**config.mk**
```make
export PLATFORM = sky130hd
export DESIGN_NAME = a2d_spi_intf
export DESIGN_NICKNAME = d
export VERILOG_FILES = /design/src/rtl/a2d_spi_intf.sv
export SDC_FILE = /design/constraint.sdc
export NUM_CORES = 1
export LEC_CHECK = 0
export BUFFER_PORTS_ARGS = -buffer_cell sky130_fd_sc_hd__buf_4
export CAP_MARGIN = 30
export CORE_MARGIN = 2
export CORE_UTILIZATION = 52
export CTS_BUF_LIST = sky130_fd_sc_hd__clkbuf_4 sky130_fd_sc_hd__clkbuf_8 sky130_fd_sc_hd__clkbuf_16
export CTS_CLUSTER_DIAMETER = 40
export DETAILED_ROUTE_END_ITERATION = 16
export HOLD_SLACK_MARGIN = 0.03
export PLACE_DENSITY = 0.85
export SLEW_MARGIN = 5
export SYNTH_ARGS = -nofsm -noshare
export SYNTH_HDL_FRONTEND = slang
export SYNTH_SLANG_ARGS = --single-unit
```
**constraint.sdc**
```tcl
create_clock -name clk_i -period 2.1 [get_ports clk_i]
set_clock_uncertainty 0.05 [all_clocks]
set_input_delay 0.21 -clock clk_i [delete_from_list [all_inputs] [get_ports clk_i]]
set_output_delay 0.21 -clock clk_i [all_outputs]
set_load 0.005 [all_outputs]
```
**src/rtl/a2d_spi_intf.sv**
```systemverilog
// SPI master for an 8-channel 12-bit serial A2D: one addressing transaction,
// a short deselect gap, then a read-back transaction whose low 12 bits form the result.
module a2d_spi_intf #(
    parameter int SCLK_DIV = 32,
    parameter int GAP_CLKS = 32
) (
    input  logic        clk_i,
    input  logic        rst_i,
    input  logic        strt_cnv_i,
    input  logic [2:0]  chnnl_i,
    output logic        cnv_cmplt_o,
    output logic [11:0] res_o,
    output logic        busy_o,
    output logic        SS_n_o,
    output logic        SCLK_o,
    output logic        MOSI_o,
    input  logic        MISO_i
);

    localparam int HALF = SCLK_DIV / 2;
    localparam int CMAX = (HALF > GAP_CLKS) ? HALF : GAP_CLKS;
    localparam int CW   = $clog2(CMAX + 1);
    localparam logic [CW-1:0] HALF_LAST = CW'(HALF - 1);
    localparam logic [CW-1:0] GAP_LAST  = CW'(GAP_CLKS - 1);
    localparam logic [5:0]    LAST_HALF = 6'd33;

    typedef enum logic [1:0] {IDLE, XFER1, GAP, XFER2} state_t;

    state_t          state_q, state_d;
    logic [CW-1:0]   cnt_q, cnt_d;
    logic [5:0]      half_q, half_d;
    logic [15:0]     tx_q, tx_d;
    logic [11:0]     rx_q, rx_d;
    logic            ss_q, ss_d;
    logic            sclk_q, sclk_d;
    logic            mosi_q, mosi_d;
    logic            cmplt_q, cmplt_d;
    logic            busy_q, busy_d;
    logic [11:0]     res_q, res_d;

    // A transaction is 34 half-periods: front porch, 16 low/high pairs, back porch.
    // Only the last 12 received bits are kept, so the shift register drops rx[15:12].
    always_comb begin
        state_d = state_q;
        cnt_d   = cnt_q;
        half_d  = half_q;
        tx_d    = tx_q;
        rx_d    = rx_q;
        ss_d    = ss_q;
        sclk_d  = sclk_q;
        mosi_d  = mosi_q;
        cmplt_d = 1'b0;
        busy_d  = busy_q;
        res_d   = res_q;
        unique case (state_q)
            IDLE: begin
                if (strt_cnv_i) begin
                    state_d = XFER1;
                    tx_d    = {2'b00, chnnl_i, 11'h000};
                    busy_d  = 1'b1;
                    ss_d    = 1'b0;
                    sclk_d  = 1'b1;
                    mosi_d  = 1'b0;
                    cnt_d   = '0;
                    half_d  = '0;
                end
            end
            XFER1, XFER2: begin
                if (cnt_q != HALF_LAST) begin
                    cnt_d = cnt_q + 1'b1;
                end else begin
                    cnt_d = '0;
                    if (half_q == LAST_HALF) begin
                        half_d = '0;
                        ss_d   = 1'b1;
                        sclk_d = 1'b1;
                        mosi_d = 1'b0;
                        if (state_q == XFER1) begin
                            state_d = GAP;
                        end else begin
                            state_d = IDLE;
                            res_d   = rx_q;
                            cmplt_d = 1'b1;
                            busy_d  = 1'b0;
                        end
                    end else begin
                        half_d = half_q + 6'd1;
                        if (!half_q[0] && half_q < 6'd31) begin
                            sclk_d = 1'b0;
                            mosi_d = tx_q[15];
                            tx_d   = {tx_q[14:0], 1'b0};
                        end else if (half_q[0] && half_q < 6'd32) begin
                            sclk_d = 1'b1;
                            rx_d   = {rx_q[10:0], MISO_i};
                        end
                    end
                end
            end
            GAP: begin
                if (cnt_q != GAP_LAST) begin
                    cnt_d = cnt_q + 1'b1;
                end else begin
                    cnt_d   = '0;
                    half_d  = '0;
                    tx_d    = '0;
                    ss_d    = 1'b0;
                    state_d = XFER2;
                end
            end
            default: state_d = IDLE;
        endcase
    end

    always_ff @(posedge clk_i) begin
        if (rst_i) begin
            state_q <= IDLE;
            cnt_q   <= '0;
            half_q  <= '0;
            tx_q    <= '0;
            rx_q    <= '0;
            ss_q    <= 1'b1;
            sclk_q  <= 1'b1;
            mosi_q  <= 1'b0;
            cmplt_q <= 1'b0;
            busy_q  <= 1'b0;
            res_q   <= '0;
        end else begin
            state_q <= state_d;
            cnt_q   <= cnt_d;
            half_q  <= half_d;
            tx_q    <= tx_d;
            rx_q    <= rx_d;
            ss_q    <= ss_d;
            sclk_q  <= sclk_d;
            mosi_q  <= mosi_d;
            cmplt_q <= cmplt_d;
            busy_q  <= busy_d;
            res_q   <= res_d;
        end
    end

    assign cnv_cmplt_o = cmplt_q;
    assign res_o       = res_q;
    assign busy_o      = busy_q;
    assign SS_n_o      = ss_q;
    assign SCLK_o      = sclk_q;
    assign MOSI_o      = mosi_q;

endmodule
```
==> results of run 1 <==
[synth_stat cells (2+ instances only)]
cell type,instances,area share [%]
dfxtp_1,48,42
nor2_1,47,7.7
mux2i_1,30,13
a21oi_1,9,2.0
ha_1,9,4.9
nand2_1,8,1.3
nor3_1,7,1.5
nand3_1,6,1.3
a211oi_1,5,1.6
and2_1,5,1.4
clkbuf_1,5,0.82
inv_1,3,0.49
nand2b_1,3,0.82
nor2b_1,3,0.82
o21ai_0,3,0.65
or3_1,3,0.82
xor2_1,3,1.1
a211oi_4,2,1.7
and3_2,2,0.65
buf_1,2,0.33
nand4_1,2,0.54
nand4b_4,2,2.1
[power by group through the flow]
stage	logic [W]	registers [W]	clock network, W
floorplan	0.000798	0.00107	0
global placement	0.00111	0.00107	0
detailed placement	0.00115	0.00108	0
CTS	0.00116	0.00106	0.000673
global route	0.00133	0.00108	0.000717
finish	0.00120	0.00106	0.000664
[repair_timing]
item	4_1_cts	5_1_grt
hold endpoints to repair	0	0
buffers inserted	0	1
gates resized for setup	1	9
gates cloned	0	0
hold buffers	0	0
pin swaps	0	1
endpoints found under the setup margin	1	26
[flip-flops by register name (all words and copies together) (netlist names)]
name	cells
busy_o	1
SCLK_o	1
cnt_q	6
res_o	12
cnv_cmplt_o	1
rx_q	12
half_q	6
tx_q	5
MOSI_o	1
SS_n_o	1
state_q	2
[through the flow]
step	cell area, µm²	total power [W]
4_1_cts	2710	0.00289
2_1_floorplan	2300	0.00187
6_report	2740	0.00293
3_5_place_dp	2590	0.00223
3_3_place_gp	2590	0.00218
5_1_grt	2740	0.00313
[worst max-delay path, cell delays in order, from the launching register on]
cell and delay [ps]:
dfxtp_1 380, ha_2 240, and4b_4 340, nand4b_4 130
a211oi_4 260, buf_4 200, nor2_1 60, a311oi_1 240
[area by class of cell]
class                      instances  area [µm²]  share of cell area, %
multi-input combinational        174        1280                   46.8
sequential                        48         963                   35.2
timing repair buffer              37         303                   11.1
clock buffer                       6        76.3                   2.79
tap                               52        65.1                   2.38
clock inverter                     2        35.0                   1.28
inverter                           3        11.3                  0.412
[path summary, 6_finish.rpt]
check                                             end             startpoint  slack [ps]  cells past startpoint
worst min-delay path             rx_q[0]$_SDFFE_PP0P_                 MISO_i          90                      3
worst min register to register  cnt_q[1]$_SDFFE_PP0P_  cnt_q[1]$_SDFFE_PP0P_         440                      2
worst max-delay path            tx_q[13]$_SDFFE_PP0P_  cnt_q[0]$_SDFFE_PP0P_         100                      7
worst max register to register  tx_q[13]$_SDFFE_PP0P_  cnt_q[0]$_SDFFE_PP0P_         100                      7
[cells by family after synthesis]
kind of cell               Yosys count  synth area share [%]
buffers and inverters               14                  3.32
and+or+nand+nor                    100                  24.9
DFF                                 48                  41.9
xor gates and xnor gates             4                  1.53
adders and majority gates            9                  4.90
muxes                               30                  13.1
AOI/OAI and AO/OA                   31                  10.5
[cell usage in the layout, fill, tap and decap left out, drive strengths merged, types with 4 or more instances in the layout]
cell    Yosys  final
o21ai       4      4
nand2       8      8
dfxtp      48     48
nor2       47     47
buf         6     37
clkbuf      5      6
nor3        9      9
nand3       6      6
and2        5      5
ha          9      9
a21oi       9      9
a211oi      8      8
mux2i      30     30
[metal layers]
layer	routed length, µm	vias to the layer above	global-route usage [%]
li1	-	889	-
met1	2080	824	25.9
met2	2330	31	32.7
met3	146	5	4.47
met4	33	0	5.98
met5	0	-	0
==> out/metrics.cfg, run 1 <==
[grt]
grt_pass1_wl_um=7870
grt_pass1_vias=1617
grt_overflow_total=0
antenna_found_initial=0
grt_usage_pct=19.8
grt_max_degree=45

[sta]
drv_slew=0
setup_slack_ps=103
max_slew_margin_pct=64.1
worstMarginPinSlew_ps=537
fmax_mhz=501
setup-violations-final=0
fin_crit_sh_pct=95.1
hold_slack_ps=89.9
hold_viol_final=0
setup_tns_ps=0
period_minus_slack_ps=2000
grt_setup_unrepaired=no

[power]
sw_frac_of_total_pct=34.3
p_leak_nw=1.07
peakVddDrop_v=0.000533
pwr-share-comb_pct=41.1
clkPwrFrac_pct=22.7
p_int_w=0.00192
p_sw_w=0.00101
p_per_area_mw_per_mm2=1070
p_seq_share_pct=36.2

[synthesis]
yosysWarnings=0
syn_nets=252
ys_seq_area_share_pct=41.9
postSynthAreaPerCell_um2=9.73
synth_flop_cell=dfxtp_1
netlist_instances=236
synth_edf_count=0
async_reset_ff_share_pct=0
synth_cell_types=51
synth_area_mm2=0.00230
ys_ff_latch=48

[route]
ant_nets=0
first_pass_iters=4
drt-total-wl_um=4590
drt_iter0_drc=108
drcViolationCount=0
avgRoutedWirePerCell_um=14.2
vias_per_cell=5.43
dr_total_vias=1749

[clocking]
cts.root.buffer_cell=clkbuf_8
clk_latency_ps=300
cts_max_level=2
clkTransAtPathRegs_ps=80
numCtsBuffers=5
numClockSinks=48
cts_max_path_buffers=2
tritoncts=done

[place]
port_buffers=23
gp_congestion=0.806
dp_slack_ps=-6.99
place_hpwl_um=3280
dp_cells=313

[setup_path]
critical_path_class=flip-flop to flip-flop
cp_max_fo=7
cp_data_required_time_ps=2260
setup.worst_path.end_class=flip-flop
setup.worst_path.start_class=flip-flop
cp.arrival_ps=2160

[layout]
stdcell_count=322
post-route-util_pct=63.7
final_layout_size_suffix_gt1_share_pct=24.8
num_antenna_cells=0
num-fill-cells=373
area_growth_pct=19.1
final_nets=285

[floorplanning]
dieHeight_um=70.4
die_w_um=70.4
ioPinCount=24
rows=24
initial_core_util_pct=53.5
core_area_mm2=0.00429
die_area_mm2=0.00496

[status]
status=complete, no violations

[hold_path]
hp-class=primary input to flip-flop

[job]
maxCapViolCount=0

Note: power is estimated with default switching activity, not from simulation.
==> run 2: changes to the inputs <==
--- a/config.mk
+++ b/config.mk
@@ -7,13 +7,14 @@
 export LEC_CHECK = 0
 export BUFFER_PORTS_ARGS = -buffer_cell sky130_fd_sc_hd__buf_4
 export CAP_MARGIN = 30
-export CORE_MARGIN = 2
 export CORE_UTILIZATION = 52
 export CTS_BUF_LIST = sky130_fd_sc_hd__clkbuf_4 sky130_fd_sc_hd__clkbuf_8 sky130_fd_sc_hd__clkbuf_16
 export CTS_CLUSTER_DIAMETER = 40
 export DETAILED_ROUTE_END_ITERATION = 16
+export GPL_ROUTABILITY_DRIVEN = 0
 export HOLD_SLACK_MARGIN = 0.03
 export PLACE_DENSITY = 0.85
+export RECOVER_POWER = 25
 export SLEW_MARGIN = 5
 export SYNTH_ARGS = -nofsm -noshare
 export SYNTH_HDL_FRONTEND = slang
==> run 2 against run 1 <==
Sequential share of layout area is 0.53 points lower. Worst setup slack better by 3.9 ps. Total power is 7.8% higher. Critical endpoint is now half_q[3]$_SDFFE_PP0P_. Critical path depth did not move. Wire length grew 3.2%. Global-route usage up 2.9 points. Combinational power is 8% higher. Critical path type unchanged. Highest routed layer unchanged. Sequential power about the same.
==> out/metrics.cfg, run 2 (same netlist as run 1, synthesis figures left out) <==
[setup_path]
setup.worst_path.start_class=flip-flop
cp.arrival_ps=2180  ; +20 ps
cp_cell_sequence=inv_1, ha_1, or2_4, a211oi_4, nand2_1, or3_1, a21oi_1
max_stage_delay_ps=370  ; about the same
worstRegToRegCells=7  ; unchanged
timing.rr.start=state_q[1]$_SDFFE_PP0P_
cp_data_required_time_ps=2290  ; +30 ps
slowest_stage=dfxtp_2
rr_endpoint=half_q[3]$_SDFFE_PP0P_
cp_max_fo=8  ; +1
setup.worst_path.end_class=flip-flop
rrSetupSlack_ps=110  ; about the same
critical_path_class=flip-flop to flip-flop

[hold_path]
hold_end=rx_q[0]$_SDFFE_PP0P_
hold_path.startpoint=MISO_i
hp-class=primary input to flip-flop
min_path_cells=3  ; unchanged

[sta]
fmax_mhz=502  ; +0.20%
setup_tns_ps=0  ; unchanged
setup-violations-final=0  ; unchanged
period_minus_slack_ps=1990  ; -3.90 ps
hold_viol_final=0  ; unchanged
drv_slew=0  ; unchanged
max_slew_margin_pct=61.1  ; -3.0 points
worstMarginPinSlew_ps=579  ; +41.7 ps
fin_crit_sh_pct=94.9  ; -0.19 points

[route]
first_pass_iters=4  ; unchanged
drt_iter0_drc=167  ; +55%
drcViolationCount=0  ; unchanged
avgRoutedWirePerCell_um=14.7  ; +2.9%
ant_nets=0  ; unchanged
dr_total_vias=1811  ; +3.5%
vias_per_cell=5.61  ; +3.2%
drt-total-wl_um=4730  ; +3.2%

[floorplanning]
die_w_um=68.4  ; -2.8%
ioPinCount=24  ; unchanged
dieHeight_um=68.4  ; -2.8%
rows=23  ; -4.2%
core_area_mm2=0.00412  ; -4.2%
initial_core_util_pct=55.8  ; +2.3 points
die_area_mm2=0.00468  ; -5.6%

[job]
maxCapViolCount=0  ; unchanged

[grt]
grt_overflow_total=0  ; unchanged
grt_pass1_wl_um=7890  ; +0.18%
grt_usage_pct=22.7  ; +2.9 points
antenna_found_initial=0  ; unchanged
grt_pass1_vias=1707  ; +5.6%
grt_max_degree=45  ; unchanged

[clocking]
numCtsBuffers=5  ; unchanged
numClockSinks=48  ; unchanged
cts.root.buffer_cell=clkbuf_8
clk_latency_ps=310  ; about the same
cts_max_path_buffers=2  ; unchanged
cts_max_level=2  ; unchanged
clkTransAtPathRegs_ps=100  ; +20 ps
cts.hold.buffers_added=0  ; unchanged
tritoncts=done

[layout]
num_antenna_cells=0  ; unchanged
num-fill-cells=314  ; -16%
mostFrequentLayoutCell=nor2_1
stdcell_count=323  ; +0.31%
final_cell_mix=nor2_1, dfxtp_1, mux2i_1, buf_4, clkbuf_4
area_growth_pct=21.1
final_layout_size_suffix_gt1_share_pct=25.6  ; +0.83 points
final_nets=288  ; +1.1%

[power]
p_per_area_mw_per_mm2=1140  ; +6.0%
p_leak_nw=1.09  ; +1.2%
peakVddDrop_v=0.000774  ; +45%

[status]
status=complete, no violations

[place]
port_buffers=23  ; unchanged
dp_cells=313  ; unchanged
place_hpwl_um=3260  ; -0.75%

[run 2: cell types whose count changed in the layout (fill, tap and decap cells not counted), sizes merged]
cell / previous run / this run
clkbuf: 6 / 20
bufinv: 1 / 2
buf: 37 / 25
clkinv: 1 / 0
inv: 3 / 4
[run 2: through the flow]
| step | instance area (µm²) | hold WS (ps) | total power [W] | utilization [%] | setup WS [ps] |
|---|---|---|---|---|---|
| 2_1_floorplan | 2300 | 307 | 0.00187 | - | 76.1 |
| 3_3_place_gp | 2600 | 400 | 0.00220 | 63.3 | 89.0 |
| 3_5_place_dp | 2600 | 417 | 0.00225 | 63.3 | -3.53 |
| 4_1_cts | 2760 | 120 | 0.00310 | 67.0 | 7.60 |
| 5_1_grt | 2780 | 122 | 0.00333 | 67.6 | -8.14 |
| 6_report | 2780 | 118 | 0.00316 | 67.6 | 107 |
[run 2: worst max-delay path by stage]
stage          slack, ps  depth (start not counted)                     from                      to
2_1_floorplan         80                          8  state_q[1]$_SDFFE_PP0P_  half_q[3]$_SDFFE_PP0P_
3_3_place_gp          90                          7  state_q[1]$_SDFFE_PP0P_   tx_q[14]$_SDFFE_PP0P_
3_5_place_dp          -4                          7  state_q[1]$_SDFFE_PP0P_   tx_q[11]$_SDFFE_PP0P_
4_1_cts                8                          8  state_q[0]$_SDFFE_PP0P_   cnt_q[5]$_SDFFE_PP0P_
5_1_grt               -8                          7  state_q[0]$_SDFFE_PP0P_   cnt_q[2]$_SDFFE_PP0P_
6_report             110                          7  state_q[1]$_SDFFE_PP0P_  half_q[3]$_SDFFE_PP0P_
[run 2: repair_timing]
item,in CTS,in global routing
setup buffers,2,0
pin swaps,1,3
endpoints found under the setup margin,5,22
gates resized for setup,1,9
[run 2: power breakdown]
group          internal, W  total [W]  switching [W]
sequential        0.000999    0.00107      0.0000674
clock             0.000479   0.000805       0.000325
combinational     0.000602    0.00129       0.000684
total              0.00208    0.00316        0.00108
[run 2: area by class of cell]
type                       count  area, µm²  area share (%)
multi-input combinational    174       1280            46.1
sequential                    48        965            34.7
timing repair buffer          40        322            11.6
clock buffer                   5       68.8            2.48
clock inverter                 3       68.8            2.48
tap                           50       62.6            2.25
inverter                       3       11.3           0.405
[run 2: layer usage]
metal  routed length [µm]  up-vias  track usage, %
met3                  216       11            6.17
li1                     -      901               -
met5                    0        -               0
met1                 2160      853            29.2
met4                   97        0            8.59
met2                 2260       46            36.0
[run 2: critical path: cells and delay by family (launching register included)]
| family | cells | cell delay [ps] |
|---|---|---|
| fa+ha+maj | 1 | 240 |
| simple gates | 3 | 790 |
| flops | 1 | 370 |
| compound gates | 2 | 410 |
| buf+inv | 1 | 80 |
==> run 3: changes to the inputs <==
--- a/config.mk
+++ b/config.mk
@@ -5,6 +5,7 @@
 export SDC_FILE = /design/constraint.sdc
 export NUM_CORES = 1
 export LEC_CHECK = 0
+export ABC_AREA = 1
 export BUFFER_PORTS_ARGS = -buffer_cell sky130_fd_sc_hd__buf_4
 export CAP_MARGIN = 30
 export CORE_UTILIZATION = 52
==> constraint.sdc (replaced) <==
create_clock -name clk_i -period 1.68 [get_ports clk_i]
set_clock_uncertainty 0.05 [all_clocks]
set_input_delay 0.168 -clock clk_i [delete_from_list [all_inputs] [get_ports clk_i]]
set_output_delay 0.168 -clock clk_i [all_outputs]
set_load 0.005 [all_outputs]
==> run 3 against run 2 <==
Sequential power is 26% higher. Utilization is 0.50 points higher. Synthesized area is 0.98% higher. Clock power is 10% lower. Worst setup slack worse by 57 ps. Clock-buffer cell count is 1 higher. Highest routed layer unchanged.
==> out/metrics.cfg, run 3 <==
[layout]
mostFrequentLayoutCell=nor2_1
fin_area_mm2=0.00282  ; +1.4%
final_cell_mix=nor2_1, dfxtp_1, nand2_1, inv_1, buf_4
final_layout_size_suffix_gt1_share_pct=24.9  ; -0.78 points
area_growth_pct=21.6
num_antenna_cells=0  ; unchanged
final_nets=365  ; +27%

[clocking]
cts.root.buffer_cell=clkbuf_8
cts_max_level=2  ; unchanged
numCtsBuffers=5  ; unchanged
cts_max_path_buffers=2  ; unchanged
tritoncts=done
numClockSinks=48  ; unchanged
clkTransAtPathRegs_ps=90  ; about the same
clk_latency_ps=300  ; about the same

[power]
p_leak_nw=1.25  ; +15%
clkPwrFrac_pct=19.7  ; -5.8 points
p_int_w=0.00221  ; +6.0%
power.total_w=0.00367  ; +16%
pwr-share-comb_pct=43.4  ; +2.7 points
p_seq_share_pct=36.9  ; +3.1 points
peakVddDrop_v=0.000619  ; -20%
p_per_area_mw_per_mm2=1300  ; +15%
p_sw_w=0.00147  ; +36%
sw_frac_of_total_pct=40.0  ; +5.9 points

[sta]
grt_setup_unrepaired=yes
worstMarginPinSlew_ps=255  ; -323 ps
fin_crit_sh_pct=97.0  ; +2.1 points
period_minus_slack_ps=1630  ; -363 ps
drv_slew=0  ; unchanged
setup_slack_ps=50.2  ; -56.7 ps
max_slew_margin_pct=82.9  ; +22 points
fmax_mhz=614  ; +22%
setup-violations-final=0  ; unchanged
setup_tns_ps=0  ; unchanged
hold_viol_final=0  ; unchanged

[synthesis]
async_reset_ff_share_pct=0  ; unchanged
yosysWarnings=0  ; unchanged
synth_edf_count=0  ; unchanged
netlist_instances=312  ; +32%
ys_top_cells_by_count=nor2_1, dfxtp_1, nand2_1
postSynthAreaPerCell_um2=7.43  ; -24%
syn_nets=328  ; +30%
synth_top_area_cell=dfxtp_1
ys_seq_area_share_pct=41.4  ; -0.41 points
synth_cell_types=31  ; -39%
ys_ff_latch=48  ; unchanged
synth_area_mm2=0.00232  ; +0.98%
synth_top_area_share_pct=41.4  ; -0.41 points
synthTopCellsByArea=dfxtp_1, nor2_1, nand2_1
synth_flop_cell=dfxtp_1
yosysMostFrequentCell=nor2_1

[floorplanning]
core_area_mm2=0.00414  ; +0.70%
dieHeight_um=68.8  ; +0.47%
rows=23  ; unchanged
die_area_mm2=0.00473  ; +0.95%
ioPinCount=24  ; unchanged
die_w_um=68.8  ; +0.47%
initial_core_util_pct=55.9  ; +0.16 points

[route]
drcViolationCount=0  ; unchanged
avgRoutedWirePerCell_um=13.1  ; -10%
drt_iter0_drc=171  ; +2.4%
drt-total-wl_um=5250  ; +11%
ant_nets=0  ; unchanged
dr_total_vias=2114  ; +17%
vias_per_cell=5.29  ; -5.7%
first_pass_iters=4  ; unchanged

[place]
place_area_mm2=0.00262  ; +0.48%
port_buffers=23  ; unchanged
place_hpwl_um=3450  ; +5.8%
dp_slack_ps=-64.0  ; -60.4 ps

[setup_path]
cp_common_cell=nor2_4
crit_buf_inv=2  ; +1
cp_max_fo=7  ; -1
max_stage_delay_ps=350  ; -20 ps
cp_data_required_time_ps=1830  ; -460 ps
cp.arrival_ps=1780  ; -400 ps
setup.worst_path.end_class=flip-flop
slowest_stage=dfxtp_2
cp_cell_sequence=inv_2, ha_4, nor2_4, inv_4, o21ai_4, nand2_4, nor2_4, nand3_2, nand2_1, nor2_1
setup.worst_path.start_class=flip-flop
crit_family=simple AND/OR/NAND/NOR gates
critical_path_class=flip-flop to flip-flop

[grt]
grt_pass1_wl_um=8140  ; +3.2%
grt_max_degree=25  ; -44%
grt_pass1_vias=1852  ; +8.5%
grt_overflow_total=0  ; unchanged
antenna_found_initial=0  ; unchanged
grt_usage_pct=23.3  ; +0.57 points

[job]
maxCapViolCount=0  ; unchanged

[status]
status=complete, no violations

[hold_path]
hp-class=primary input to flip-flop

## run 3: cell families after synthesis
logic type	synth area share [%]
xor gates and xnor gates	0.378
buffers and inverters	7.39
adders and majority gates	4.86
AOI/OAI and AO/OA	14.5
and+or+nand+nor	31.4
DFF	41.4
## run 3: power by group through the flow
stage / Combinational, W / Clock (W) / Sequential, W
2_1_floorplan: 0.00101 / 0 / 0.00136
3_3_place_gp: 0.00140 / 0 / 0.00135
3_5_place_dp: 0.00144 / 0 / 0.00135
4_1_cts: 0.00146 / 0.000740 / 0.00133
5_1_grt: 0.00176 / 0.000799 / 0.00137
6_report: 0.00160 / 0.000724 / 0.00135
## run 3: worst reg2reg max path, delay by kind of cell, from the launching register on
kind                       cells  cell delay, ps
adders and majority gates      1             170
AOI/OAI and AO/OA              1             120
buffers and inverters          2             160
and+or+nand+nor                6             690
DFF                            1             350
## run 3: through the flow
step | hold WS (ps) | util [%] | cells
finish | 60.3 | 68.1 | 400
global placement | 375 | 63.1 | 387
CTS | 49.4 | 66.1 | 397
global route | 50.8 | 68.1 | 400
detailed placement | 376 | 63.1 | 387
floorplan | 309 | - | 312
## run 3: what timing repair did
item | 4_1_cts | 5_1_grt
setup buffers | 2 | 2
resized for setup | 4 | 20
pin swaps | 2 | 6
endpoints found under the setup margin | 17 | 38
cloned | 0 | 1
hold buffers | 0 | 0
hold endpoints to repair | 0 | 0
## run 3: final timing paths
| path | from | end | slack, ps | depth (start not counted) |
|---|---|---|---|---|
| worst min register to register | rx_q[11]$_SDFFE_PP0P_ | rx_q[11]$_SDFFE_PP0P_ | 410 | 2 |
| worst min-delay path | rst_i | half_q[3]$_SDFFE_PP0P_ | 60 | 2 |
| worst max-delay path | state_q[1]$_SDFFE_PP0P_ | tx_q[12]$_SDFFE_PP0P_ | 50 | 10 |
| worst max register to register | state_q[1]$_SDFFE_PP0P_ | tx_q[12]$_SDFFE_PP0P_ | 50 | 10 |
## run 3: layout make-up
cell class / count / area, µm²
Fill cell: 348 / 1320
Multi-Input combinational cell: 224 / 1250
Sequential cell: 48 / 970
Timing Repair Buffer: 39 / 318
Inverter: 31 / 119
Clock buffer: 6 / 82.6
Tap cell: 50 / 62.6
Clock inverter: 2 / 13.8
## run 3: per-layer routing
metal | vias to the layer above | global-route usage [%] | wire length, µm
li1 | 1073 | - | -
met1 | 971 | 28.5 | 2280
met2 | 61 | 40.1 | 2590
met3 | 9 | 5.43 | 281
met4 | 0 | 7.91 | 89
met5 | - | 0 | 0
